--- config.mk ---
export PLATFORM = sky130hd
export DESIGN_NAME = slap_match_ctrl
export DESIGN_NICKNAME = d
export VERILOG_FILES = /design/src/rtl/slap_match_ctrl.sv
export SDC_FILE = /design/constraint.sdc
export NUM_CORES = 1
export LEC_CHECK = 0
export CAP_MARGIN = 10
export CELL_PAD_IN_SITES_DETAIL_PLACEMENT = 0
export CELL_PAD_IN_SITES_GLOBAL_PLACEMENT = 2
export CORE_MARGIN = 4
export CORE_UTILIZATION = 33
export CTS_BUF_LIST = sky130_fd_sc_hd__clkbuf_8
export CTS_CLUSTER_DIAMETER = 30
export CTS_CLUSTER_SIZE = 28
export DETAILED_ROUTE_END_ITERATION = 16
export GPL_TIMING_DRIVEN = 0
export PLACE_DENSITY = 0.82
export SLEW_MARGIN = 0
export SYNTH_ARGS = -nofsm -noshare
export SYNTH_HDL_FRONTEND = slang
export SYNTH_SLANG_ARGS = --single-unit
export TNS_END_PERCENT = 1
--- constraint.sdc ---
create_clock -name clk -period 3.55 [get_ports clk]
set_clock_uncertainty 0.15 [all_clocks]
set_input_delay 0.8875 -clock clk [delete_from_list [all_inputs] [get_ports clk]]
set_output_delay 0.8875 -clock clk [all_outputs]
set_load 0.05 [all_outputs]
--- src/rtl/slap_match_ctrl.sv ---
// Round/match controller for the two-player hand-slap game: stroke animation,
// collision, dodge penalties, hold screens and win/restart, all outputs registered.
module slap_match_ctrl #(
  parameter int X_W        = 8,
  parameter int SCORE_W    = 4,
  parameter int PEN_W      = 2,
  parameter int WIN_SCORE  = 5,
  parameter int PEN_LIMIT  = 3,
  parameter int TRAVEL     = 29,
  parameter int HOLD_TICKS = 350,
  parameter int P1_HOME    = 35,
  parameter int P2_HOME    = 61
) (
  input  logic               clk,
  input  logic               resetn,
  input  logic               tick,
  input  logic               btn_p1,
  input  logic               btn_p2,
  input  logic               btn_restart,
  output logic [X_W-1:0]     p1_x,
  output logic [X_W-1:0]     p2_x,
  output logic [SCORE_W-1:0] p1_score,
  output logic [SCORE_W-1:0] p2_score,
  output logic [PEN_W-1:0]   p1_pen,
  output logic [PEN_W-1:0]   p2_pen,
  output logic               attacker,
  output logic [2:0]         screen,
  output logic               controls_en
);

  localparam int CW = $clog2(TRAVEL + 1);
  localparam int HW = $clog2(HOLD_TICKS + 1);

  localparam logic [1:0] S_IDLE = 2'd0, S_OUT = 2'd1, S_BACK = 2'd2;
  localparam logic [1:0] M_PLAY = 2'd0, M_HOLD = 2'd1, M_WIN = 2'd2;
  localparam logic [2:0] SCR_PLAY = 3'd0, SCR_HIT_P1 = 3'd1, SCR_HIT_P2 = 3'd2,
                         SCR_FREE_P1 = 3'd3, SCR_FREE_P2 = 3'd4,
                         SCR_WIN_P1 = 3'd5, SCR_WIN_P2 = 3'd6;

  logic [1:0]         mode;
  logic [1:0]         stroke  [2];
  logic [CW-1:0]      cnt     [2];
  logic               fwd     [2];  // 1: hand moves +1 during OUT, -1 during BACK
  logic [X_W-1:0]     hand_x  [2];
  logic [SCORE_W-1:0] score   [2];
  logic [PEN_W-1:0]   pen     [2];
  logic [HW-1:0]      hold_cnt;
  logic               opening;

  logic [1:0] btn;
  logic [1:0] turn;
  logic       hit_now, miss_now, pen_now;

  function automatic logic [SCORE_W-1:0] sat_inc(input logic [SCORE_W-1:0] s);
    return (s >= SCORE_W'(WIN_SCORE)) ? s : s + 1'b1;
  endfunction

  assign btn = {btn_p2, btn_p1};

  always_comb begin
    for (int i = 0; i < 2; i++)
      turn[i] = tick && (stroke[i] == S_OUT) && (cnt[i] == CW'(TRAVEL - 1));
    hit_now  = (stroke[attacker] == S_OUT) && (hand_x[0] >= hand_x[1]);
    miss_now = turn[attacker];
    pen_now  = turn[~attacker] && (stroke[attacker] == S_IDLE);
  end

  // NOTE: every state element, arrays included, uses non-blocking assignment so
  // each branch below reads the pre-edge values regardless of statement order.
  always_ff @(posedge clk) begin
    if (!resetn) begin
      mode        <= M_PLAY;
      screen      <= SCR_PLAY;
      controls_en <= 1'b1;
      attacker    <= 1'b0;
      opening     <= 1'b0;
      hold_cnt    <= '0;
      for (int i = 0; i < 2; i++) begin
        stroke[i] <= S_IDLE;
        cnt[i]    <= '0;
        fwd[i]    <= 1'b0;
        score[i]  <= '0;
        pen[i]    <= '0;
      end
      hand_x[0] <= X_W'(P1_HOME);
      hand_x[1] <= X_W'(P2_HOME);
    end else begin
      case (mode)
        M_PLAY: begin
          if (hit_now) begin
            score[attacker] <= sat_inc(score[attacker]);
            screen          <= attacker ? SCR_HIT_P2 : SCR_HIT_P1;
            mode            <= M_HOLD;
            controls_en     <= 1'b0;
            hold_cnt        <= '0;
          end else begin
            for (int i = 0; i < 2; i++) begin
              if (stroke[i] == S_IDLE) begin
                if (btn[i]) begin
                  stroke[i] <= S_OUT;
                  cnt[i]    <= '0;
                  // Both hands head +1 when P1 attacks: P1 toward, P2 away.
                  fwd[i]    <= ~attacker;
                end
              end else if (tick) begin
                if ((stroke[i] == S_OUT) == fwd[i]) hand_x[i] <= hand_x[i] + X_W'(1);
                else                                hand_x[i] <= hand_x[i] - X_W'(1);
                if (cnt[i] == CW'(TRAVEL - 1)) begin
                  cnt[i]    <= '0;
                  stroke[i] <= (stroke[i] == S_OUT) ? S_BACK : S_IDLE;
                end else begin
                  cnt[i] <= cnt[i] + 1'b1;
                end
              end
            end
            if (miss_now) begin
              attacker <= ~attacker;
              pen[0]   <= '0;
              pen[1]   <= '0;
            end else if (pen_now) begin
              pen[~attacker] <= pen[~attacker] + 1'b1;
              if (pen[~attacker] == PEN_W'(PEN_LIMIT - 1)) begin
                score[attacker] <= sat_inc(score[attacker]);
                screen          <= attacker ? SCR_FREE_P2 : SCR_FREE_P1;
                mode            <= M_HOLD;
                controls_en     <= 1'b0;
                hold_cnt        <= '0;
              end
            end
          end
        end
        M_HOLD: begin
          if (tick) begin
            if (hold_cnt == HW'(HOLD_TICKS - 1)) begin
              for (int i = 0; i < 2; i++) begin
                stroke[i] <= S_IDLE;
                cnt[i]    <= '0;
                pen[i]    <= '0;
              end
              hand_x[0] <= X_W'(P1_HOME);
              hand_x[1] <= X_W'(P2_HOME);
              if (score[0] == SCORE_W'(WIN_SCORE)) begin
                screen <= SCR_WIN_P1;
                mode   <= M_WIN;
              end else if (score[1] == SCORE_W'(WIN_SCORE)) begin
                screen <= SCR_WIN_P2;
                mode   <= M_WIN;
              end else begin
                screen      <= SCR_PLAY;
                mode        <= M_PLAY;
                controls_en <= 1'b1;
              end
            end else begin
              hold_cnt <= hold_cnt + 1'b1;
            end
          end
        end
        M_WIN: begin
          if (btn_restart) begin
            for (int i = 0; i < 2; i++) begin
              score[i] <= '0;
              pen[i]   <= '0;
            end
            hand_x[0]   <= X_W'(P1_HOME);
            hand_x[1]   <= X_W'(P2_HOME);
            // Alternate who opens each new match.
            attacker    <= ~opening;
            opening     <= ~opening;
            screen      <= SCR_PLAY;
            mode        <= M_PLAY;
            controls_en <= 1'b1;
          end
        end
        default: mode <= M_PLAY;
      endcase
    end
  end

  assign p1_x     = hand_x[0];
  assign p2_x     = hand_x[1];
  assign p1_score = score[0];
  assign p2_score = score[1];
  assign p1_pen   = pen[0];
  assign p2_pen   = pen[1];

endmodule

# Yosys cells after proc, flatten, opt, wreduce, memory -nomap -nowiden
# Memories as Yosys holds them, arrays and structs flattened. A register that Yosys moved wholly into a read port is not among the register bits.
# Cells that the tools add are included.
classes:
  add_sub_neg: 9
  magnitude_cmp: 4
  eq_ne: 24
  mux: 193
  bitwise: 35
  reduce_logical: 21
op_table:
  columns: ["op", "count"]
  rows:
  - ["$mux 1", 126]
  - ["$mux 8", 8]
  - ["$mux 9", 6]
  - ["$mux 2", 25]
  - ["$mux 5", 8]
  - ["$or 1x1->1", 33]
  - ["$mux 3", 10]
  - ["$mux 4", 5]
  - ["$pmux 9 s2", 1]
  - ["$add 8x1->8 const B", 2]
  - ["$ne 2x2->1 const B", 8]
  - ["$sub 8x1->8 const B", 2]
  - ["$reduce_and 6->1", 2]
  - ["$add 5x1->5 const B", 2]
  - ["$eq 5x5->1 const B", 2]
  - ["$add 9x1->9 const B", 1]
  - ["$eq 9x9->1 const B", 1]
  - ["$ne 3x3->1 const B", 3]
  - ["$pmux 3 s3", 1]
  - ["$reduce_and 9->1", 1]
  - ["$eq 2x1->1 const B", 4]
  - ["$eq 4x3->1 const B", 2]
  - ["$ge 8x8->1", 1]
  - ["$logic_not 2->1", 4]
  - ["18 further kinds", 28]
word_totals:
  n_memories: 6
  register_bits: 17
  mem_bits_rw: 44
  output_inout_bits: 33
memory_table:
  columns: ["memory", "words", "width", "read_ports", "rd_clocked_by_memory_dff", "wr", "line_no", "rtl"]
  rows:
  - ["hand_x", 2, 8, 2, 0, 2, "44", "logic [X_W-1:0] hand_x [2];"]
  - ["cnt", 2, 5, 2, 0, 2, "42", "logic [CW-1:0] cnt [2];"]
  - ["score", 2, 4, 3, 1, 2, "45", "logic [SCORE_W-1:0] score [2];"]
  - ["pen", 2, 2, 3, 0, 2, "46", "logic [PEN_W-1:0] pen [2];"]
  - ["stroke", 2, 2, 3, 1, 2, "41", "logic [1:0] stroke [2];"]
  - ["fwd", 2, 1, 2, 0, 2, "43", "logic fwd [2];"]

# Depth between registers and ports, before layout
# Gate-level depths: netlist of the first run.
logic_depth:
  ltp_word: 15
  mapped_depth: 16
  depth_no_buf: 15

# Worst setup path before layout of the first run
# OpenSTA, ideal clock, no wires.
synth_path:
  path_kind: "register -> register"
  startpoint: "memory hand_x[0][0]"
  endpoint: "memory hand_x[0][7]"
  path_buffers: 0
  arrival_ns: 3.906
  required_time_ns: 3.326
  setup_ns: 0.074
  synth_period_minus_slack_ns: 4.130
  path_slack_ns: -0.580
  stages_incl_launch_ff: 16
  path_cell_list: "dfxtp_1 > inv_1 > ha_1 > nand2b_4 > a2111oi_4 > o211a_4 > o21ai_2 > inv_1 > ha_1 > a21oi_1 > o21ai_0 > a2111oi_0 > nor3_1 > xor2_1 > or4b_1 > a31oi_1"
synth_lines:
  columns: ["element", "line_no"]
  rows:
  - ["start, declared", "44"]

==> results.txt, run 1 <==
status = finished clean
slew margin rel. = 54.83%
I/O Buffers = 38
Slew Limit Fails = 0
TritonCTS buffer count = 9
clock latency on the worst-skew pair = 0.35 ns
final hold slack = 0.3203 ns
DIE HEIGHT = 120.2 um
Worst Setup Path Type = reg -> reg
Ports = 39
DR DRC count = 0
RSZ-0062 raised after global routing = true
Hold Path Class = reg -> reg
IR drop worst, VDD = 0.0002160 V
fin nets = 583
initial antenna violation count = 0
Synth Area per Inst = 8.652 um^2
Mapped Area = 4153 um^2
Die Wd = 120.2 um
final period utilization = 98.39%
largest net degree at the start of global routing = 13
number of synthesized flops with an enable pin = 14
Placed Instance Area = 4858 um^2
number of synthesized register bits = 62
Setup crit end kind = register
Via density = 5.274
worst reg-to-reg path cell count = 14
clk buf depth = 2
ranking of synthesized cells by area = dfxtp_1 23%, edfxtp_1 10%, ha_1 9.3%
vias in the first global route = 3585
CP arrival = 3.62 ns
Seq pwr share = 43.3%
Iter 0 DRT Violations = 220
RR Endpoint = hand_x[0][7]$_SDFFE_PP0P_
fraction of layout instances using a drive strength above 1 = 20.73%
Post-Syn Nets = 518
Required @ worst endpoint = 3.67 ns
Core Box Area = 12160 um^2
# clock sinks = 62
CTS Root Cell = clkbuf_8
Die Area = 14440 um^2
via count = 3787
Comb pwr share = 19.7%
Worst R2R Start = hand_x[1][1]$_SDFFE_PP0P_
Worst Tran Pin Value = 0.6730 ns
final instance area = 5331 um^2
Initial Util = 34.15%
filler instances = 1222
final wirelength = 11100 um
Pre-Repair DR Iteration Count = 6
Synth cell types = 82
total power = 0.001776 W
switching share of power = 30.80%
min Tclk post-route = 3.493 ns
CTS tree = done
standard-cell rows = 40
Final Non-Filler Cells = 718
synthesis warning total = 0
Reg2Reg Setup Slack = 0.06 ns
Commonest cells post-synth = 58 x nor2_1, 48 x dfxtp_1, 44 x nand2_1, 31 x ha_1, 29 x inv_1
placed insts = 686
setup violators final = 0
area occupied by registers = 1425 um^2
WHS Path Cells = 2
post-DP HPWL = 8352 um
Gate Count Post-Synth = 480
Internal = 0.001229 W
multi-input combinational cell area = 2803 um^2
worst-path maximum fanout = 5
Final Hold Fails = 0
area grow syn2layout = 28.38%
cell leakage power = 1.991 nW
top-count cell post-synth = nor2_1
htree depth = 3
Overflow after GRT = 0
detailed-route wire length per cell = 15.46 um
sequential area share after synthesis = 33.26%
hold endpoint = screen[2]$_SDFFE_PN0P_
Synth area leader = dfxtp_1
gr usage total = 15.42%
post-synth top area share = 23.14%
Max Clock Freq = 286.3 MHz
hold_sp = screen[2]$_SDFFE_PN0P_
maximum capacitance violations = 0
GP Congestion = 0.8159
asr flop ratio synth = 0%
share of total power in the clock network = 37.0%
clk slew on worst S/H paths = 0.08 ns
Setup crit start kind = register
antenna-violating nets left = 0
pwr/cell area = 333.2 nW/um^2
Switch Pwr = 0.0005471 W
first-pass GRT wire length = 18040 um
ys flop type = dfxtp_1
Ant. Diodes = 0
-- how the worst max path moves through the flow --
stage	from	endpoint	slack (ns)	cells after the start
finish	hand_x[1][1]$_SDFFE_PP0P_	hand_x[0][7]$_SDFFE_PP0P_	0.06	14
global route	hand_x[1][1]$_SDFFE_PP0P_	hand_x[0][7]$_SDFFE_PP0P_	-0.05	14
CTS	hand_x[1][5]$_SDFFE_PP1P_	hand_x[0][7]$_SDFFE_PP0P_	0.006	16
detailed placement	resetn	hand_x[0][7]$_SDFFE_PP0P_	-0.76	15
global placement	resetn	hand_x[0][7]$_SDFFE_PP0P_	-0.74	15
floorplan	hand_x[1][2]$_SDFFE_PP1P_	hand_x[0][7]$_SDFFE_PP0P_	0.006	16
-- per-layer routing --
layer | vias to the layer above | wire [um] | global-route usage [%] | part of all wire (%)
met5 | - | 0 | 0 | 0
met4 | 0 | 114 | 3.651 | 1.0
met3 | 12 | 402 | 3.181 | 3.6
met2 | 73 | 5204 | 26.20 | 47
met1 | 1810 | 5375 | 20.10 | 48
li1 | 1892 | - | - | -
-- metrics by stage --
stage,worst slack [ns],TNS [ns],utilization [%]
after CTS,0.006276,0,42.29
after detailed placement,-0.7559,-1.385,39.95
after floorplan,0.006011,0,-
final,0.05714,0,43.84
after global placement,-0.7374,-1.285,39.95
after global routing,-0.05141,-0.05141,43.84
-- critical path: stages, from the launching register on --
cell and delay, ns:
dfxtp_4 0.37, clkinvlp_4 0.12, ha_4 0.24, a2111oi_4 0.41, o211a_4 0.22, o21ai_4 0.07, inv_4 0.10, buf_6 0.10
ha_4 0.19, o21a_1 0.22, a2111oi_4 0.30, nor3_2 0.08, xor2_1 0.17, or4b_1 0.51, a31oi_1 0.17
-- power by group through the flow --
stage	logic [W]	registers, W	clock network (W)
global placement	0.000311	0.000783	0
detailed placement	0.000314	0.000784	0
finish	0.000350	0.000769	0.000656
CTS	0.000325	0.000766	0.000678
floorplan	0.000181	0.000828	0
global route	0.000382	0.000773	0.000710
-- area by class of cell --
type	instances	share of cell area, %
well taps	168	3.943
inverters	29	2.253
clock buffers	10	2.582
repair buffers	56	9.716
clock inverters	6	1.314
flip-flops and latches	62	26.73
plain buffers	9	0.8918
multi-input cells	378	52.57
-- registers in the layout, indices dropped and copies added (netlist names), named ones only --
| signal | count |
|---|---|
| attacker | 1 |
| cnt | 10 |
| controls_en | 1 |
| fwd | 2 |
| hand_x | 16 |
| hold_cnt | 9 |
| mode | 2 |
| opening | 1 |
| pen | 4 |
| score | 8 |
| screen | 3 |
| stroke | 4 |
-- repair_timing --
| action | CTS | global route |
|---|---|---|
| setup buffers | 7 | 11 |
| setup endpoints to repair | 1 | 1 |
| hold buffers | 0 | 0 |
| pin swaps | 6 | 15 |
| hold endpoints to repair | 0 | 0 |
| resized for setup | 7 | 24 |
| cloned | 0 | 0 |
-- cell usage in the layout (no fill, tap or decap), types with 6 or more instances in the layout --
cell type	instances
inv_1	21
o21ai_0	20
a211oi_1	6
nand2_1	43
mux2i_1	8
nor2_1	56
clkbuf_8	10
xor2_1	14
edfxtp_1	14
dfxtp_1	33
xnor2_1	9
clkdlybuf4s50_1	36
ha_1	21
buf_4	16
nand3_1	28
and3_1	8
ha_4	9
a21oi_1	24
dfxtp_4	10
-- kinds of logic (layout without fill, tap and decap cells) --
family                   after synthesis  after routing  synth area share (%)
AO/OA/AOI/OAI                        117            117                 21.06
buffers and inverters                 40            110                 3.796
AND/OR/NAND/NOR                      196            196                 24.62
adder cells (fa/ha/maj)               32             32                 9.822
multiplexers                           9              9                 2.200
XOR/XNOR                              24             24                 5.243
flip-flops                            62             62                 33.26
(Power assumes the default switching activity.)
==> run 2, diff against run 1 <==
--- a/config.mk
+++ b/config.mk
@@ -9,13 +9,13 @@
 export CELL_PAD_IN_SITES_DETAIL_PLACEMENT = 0
 export CELL_PAD_IN_SITES_GLOBAL_PLACEMENT = 2
 export CORE_MARGIN = 4
-export CORE_UTILIZATION = 33
+export CORE_UTILIZATION = 37
 export CTS_BUF_LIST = sky130_fd_sc_hd__clkbuf_8
 export CTS_CLUSTER_DIAMETER = 30
 export CTS_CLUSTER_SIZE = 28
 export DETAILED_ROUTE_END_ITERATION = 16
 export GPL_TIMING_DRIVEN = 0
-export PLACE_DENSITY = 0.82
+export PLACE_DENSITY = 0.87
 export SLEW_MARGIN = 0
 export SYNTH_ARGS = -nofsm -noshare
 export SYNTH_HDL_FRONTEND = slang
==> constraint.sdc (replaced) <==
create_clock -name clk -period 3.75 [get_ports clk]
set_clock_uncertainty 0.15 [all_clocks]
set_input_delay 0.9375 -clock clk [delete_from_list [all_inputs] [get_ports clk]]
set_output_delay 0.9375 -clock clk [all_outputs]
set_load 0.05 [all_outputs]
==> run 2 against run 1 <==
- non-clock buffer count fell by 2
- total power fell by 7.1%
- wire length fell by 2.0%
- fmax fell by 3.7%
- first-iteration DRC count fell by 16%
- die area fell by 10%
- sequential share of layout area rose by 0.48 points
- critical path type unchanged
- largest power group unchanged
- via count fell by 2.4%
- clock power fell by 8.4%
==> results.txt, run 2 (same netlist as run 1, synthesis figures left out) <==
GP Congestion = 0.7892
fin nets = 581
clk buf depth = 2
Setup crit end kind = register
most common cell after layout, fill and taps aside = nor2_1
Die Wd = 113.9 um
total power = 0.001649 W
slew margin rel. = 52.71%
clock latency on the worst-skew pair = 0.35 ns
first-pass GRT wire length = 18020 um
setup violators final = 0
largest net degree at the start of global routing = 12
standard-cell rows = 38
IR drop worst, VDD = 0.0001281 V
multi-input combinational cell area = 2744 um^2
vias in the first global route = 3673
largest register by flop count = hand_x
maximum capacitance violations = 0
most frequent cells in the layout = 57 x nor2_1, 43 x nand2_1, 36 x clkdlybuf4s50_1, 34 x dfxtp_1, 28 x nand3_1
clk slew on worst S/H paths = 0.08 ns
area occupied by registers = 1414 um^2
Via density = 5.374
CTS Root Cell = clkbuf_8
CP arrival = 3.76 ns
final setup margin = 0.1228 ns
gr usage total = 17.08%
Final Hold Fails = 0
Required @ worst endpoint = 3.88 ns
final wirelength = 10880 um
Worst Tran Pin Value = 0.7046 ns
Pre-Repair DR Iteration Count = 4
Placed Instance Area = 4752 um^2
cell leakage power = 2.003 nW
Initial Util = 37.97%
detailed-route wire length per cell = 15.81 um
final instance area = 5196 um^2
Top Registers = hand_x: 16 flops, cnt: 10 flops, hold_cnt: 9 flops
Hold-fix buffers, CTS = 0
Max Clock Freq = 275.7 MHz
area grow syn2layout = 25.13%
via count = 3697
fraction of layout instances using a drive strength above 1 = 18.61%
Ant. Diodes = 0
filler instances = 1079
worst slack, placed = -0.8533 ns
setup TNS = 0 ns
antenna-violating nets left = 0
Slew Limit Fails = 0
TritonCTS buffer count = 9
Worst Setup Path Type = reg -> reg
Iter 0 DRT Violations = 185
min Tclk post-route = 3.627 ns
Overflow after GRT = 0
Largest register FFs = 16
htree depth = 3
status = finished clean
worst-path maximum fanout = 5
Hold Path Class = reg -> reg
initial antenna violation count = 0
# clock sinks = 62
Die Area = 12980 um^2
Ports = 39
post-DP HPWL = 7942 um
I/O Buffers = 38
Setup crit start kind = register
DIE HEIGHT = 113.9 um
Core Box Area = 10940 um^2
CTS tree = done
DR DRC count = 0
final period utilization = 96.73%
pwr/cell area = 317.4 nW/um^2
-- run 2: cell types whose count changed in the layout (fill, tap and decap cells not counted), moves of 2 or more --
cell / delta
inv_1: +5
dfxtp_4: -4
ha_4: -4
clkinvlp_4: -3
dfxtp_2: +3
ha_1: +3
buf_4: -2
clkinv_2: +2
inv_4: -2
-- run 2: layout make-up --
cell class,count,share of cell area (%)
Multi-Input combinational cell,378,52.81
Sequential cell,62,27.21
Timing Repair Buffer,53,9.583
Tap cell,140,3.371
Clock buffer,10,2.649
Inverter,29,2.143
Buffer,10,1.180
Clock inverter,6,1.059
-- run 2: worst paths after layout --
| check | end | start | cells after the start | slack, ns |
|---|---|---|---|---|
| worst min register to register | hand_x[0][2]$_SDFFE_PP0P_ | hand_x[0][2]$_SDFFE_PP0P_ | 2 | 0.33 |
| worst max register to register | hand_x[0][7]$_SDFFE_PP0P_ | hand_x[0][0]$_SDFFE_PP1P_ | 15 | 0.12 |
| worst min-delay path | hand_x[0][2]$_SDFFE_PP0P_ | hand_x[0][2]$_SDFFE_PP0P_ | 2 | 0.33 |
| worst max-delay path | hand_x[0][7]$_SDFFE_PP0P_ | hand_x[0][0]$_SDFFE_PP1P_ | 15 | 0.12 |
-- run 2: power breakdown --
group | total, W | switching, W | internal, W | leakage, nW
combinational | 0.000319 | 0.000191 | 0.000128 | 1.36
sequential | 0.000729 | 0.0000263 | 0.000702 | 0.535
clock | 0.000601 | 0.000283 | 0.000318 | 0.105
total | 0.00165 | 0.000500 | 0.00115 | 2.00
-- run 2: routing by layer --
metal / part of all wire (%) / track usage, % / up-vias
li1: - / - / 1873
met1: 48 / 22.94 / 1763
met2: 47 / 27.79 / 51
met3: 3.8 / 3.767 / 10
met4: 1.0 / 4.513 / 0
met5: 0 / 0 / -
-- run 2: through the flow --
| step | utilization, % | hold WS, ns | instances |
|---|---|---|---|
| finish | 47.52 | 0.3334 | 688 |
| floorplan | - | 0.3117 | 480 |
| global route | 47.52 | 0.3779 | 688 |
| global placement | 43.46 | 0.3045 | 658 |
| detailed placement | 43.46 | 0.3241 | 658 |
| CTS | 46.30 | 0.3363 | 678 |
-- run 2: worst max-delay path: stages, from the launching register on --
cell and delay (ns):
dfxtp_4 0.38, inv_2 0.05, ha_1 0.28, nand2b_4 0.15, a2111oi_4 0.35, o211a_4 0.26, o21ai_4 0.08, inv_4 0.08
ha_4 0.20, a21oi_2 0.17, o21ai_2 0.11, a2111oi_4 0.37, nor3_2 0.08, xor2_1 0.17, or4b_1 0.52, a31oi_1 0.16
-- run 2: what timing repair did --
action / CTS / global route
resized for setup: 19 / 11
pin swaps: 5 / 13
endpoints found under the hold margin: 0 / 0
buffers inserted: 4 / 11
setup endpoints to repair: 1 / 1
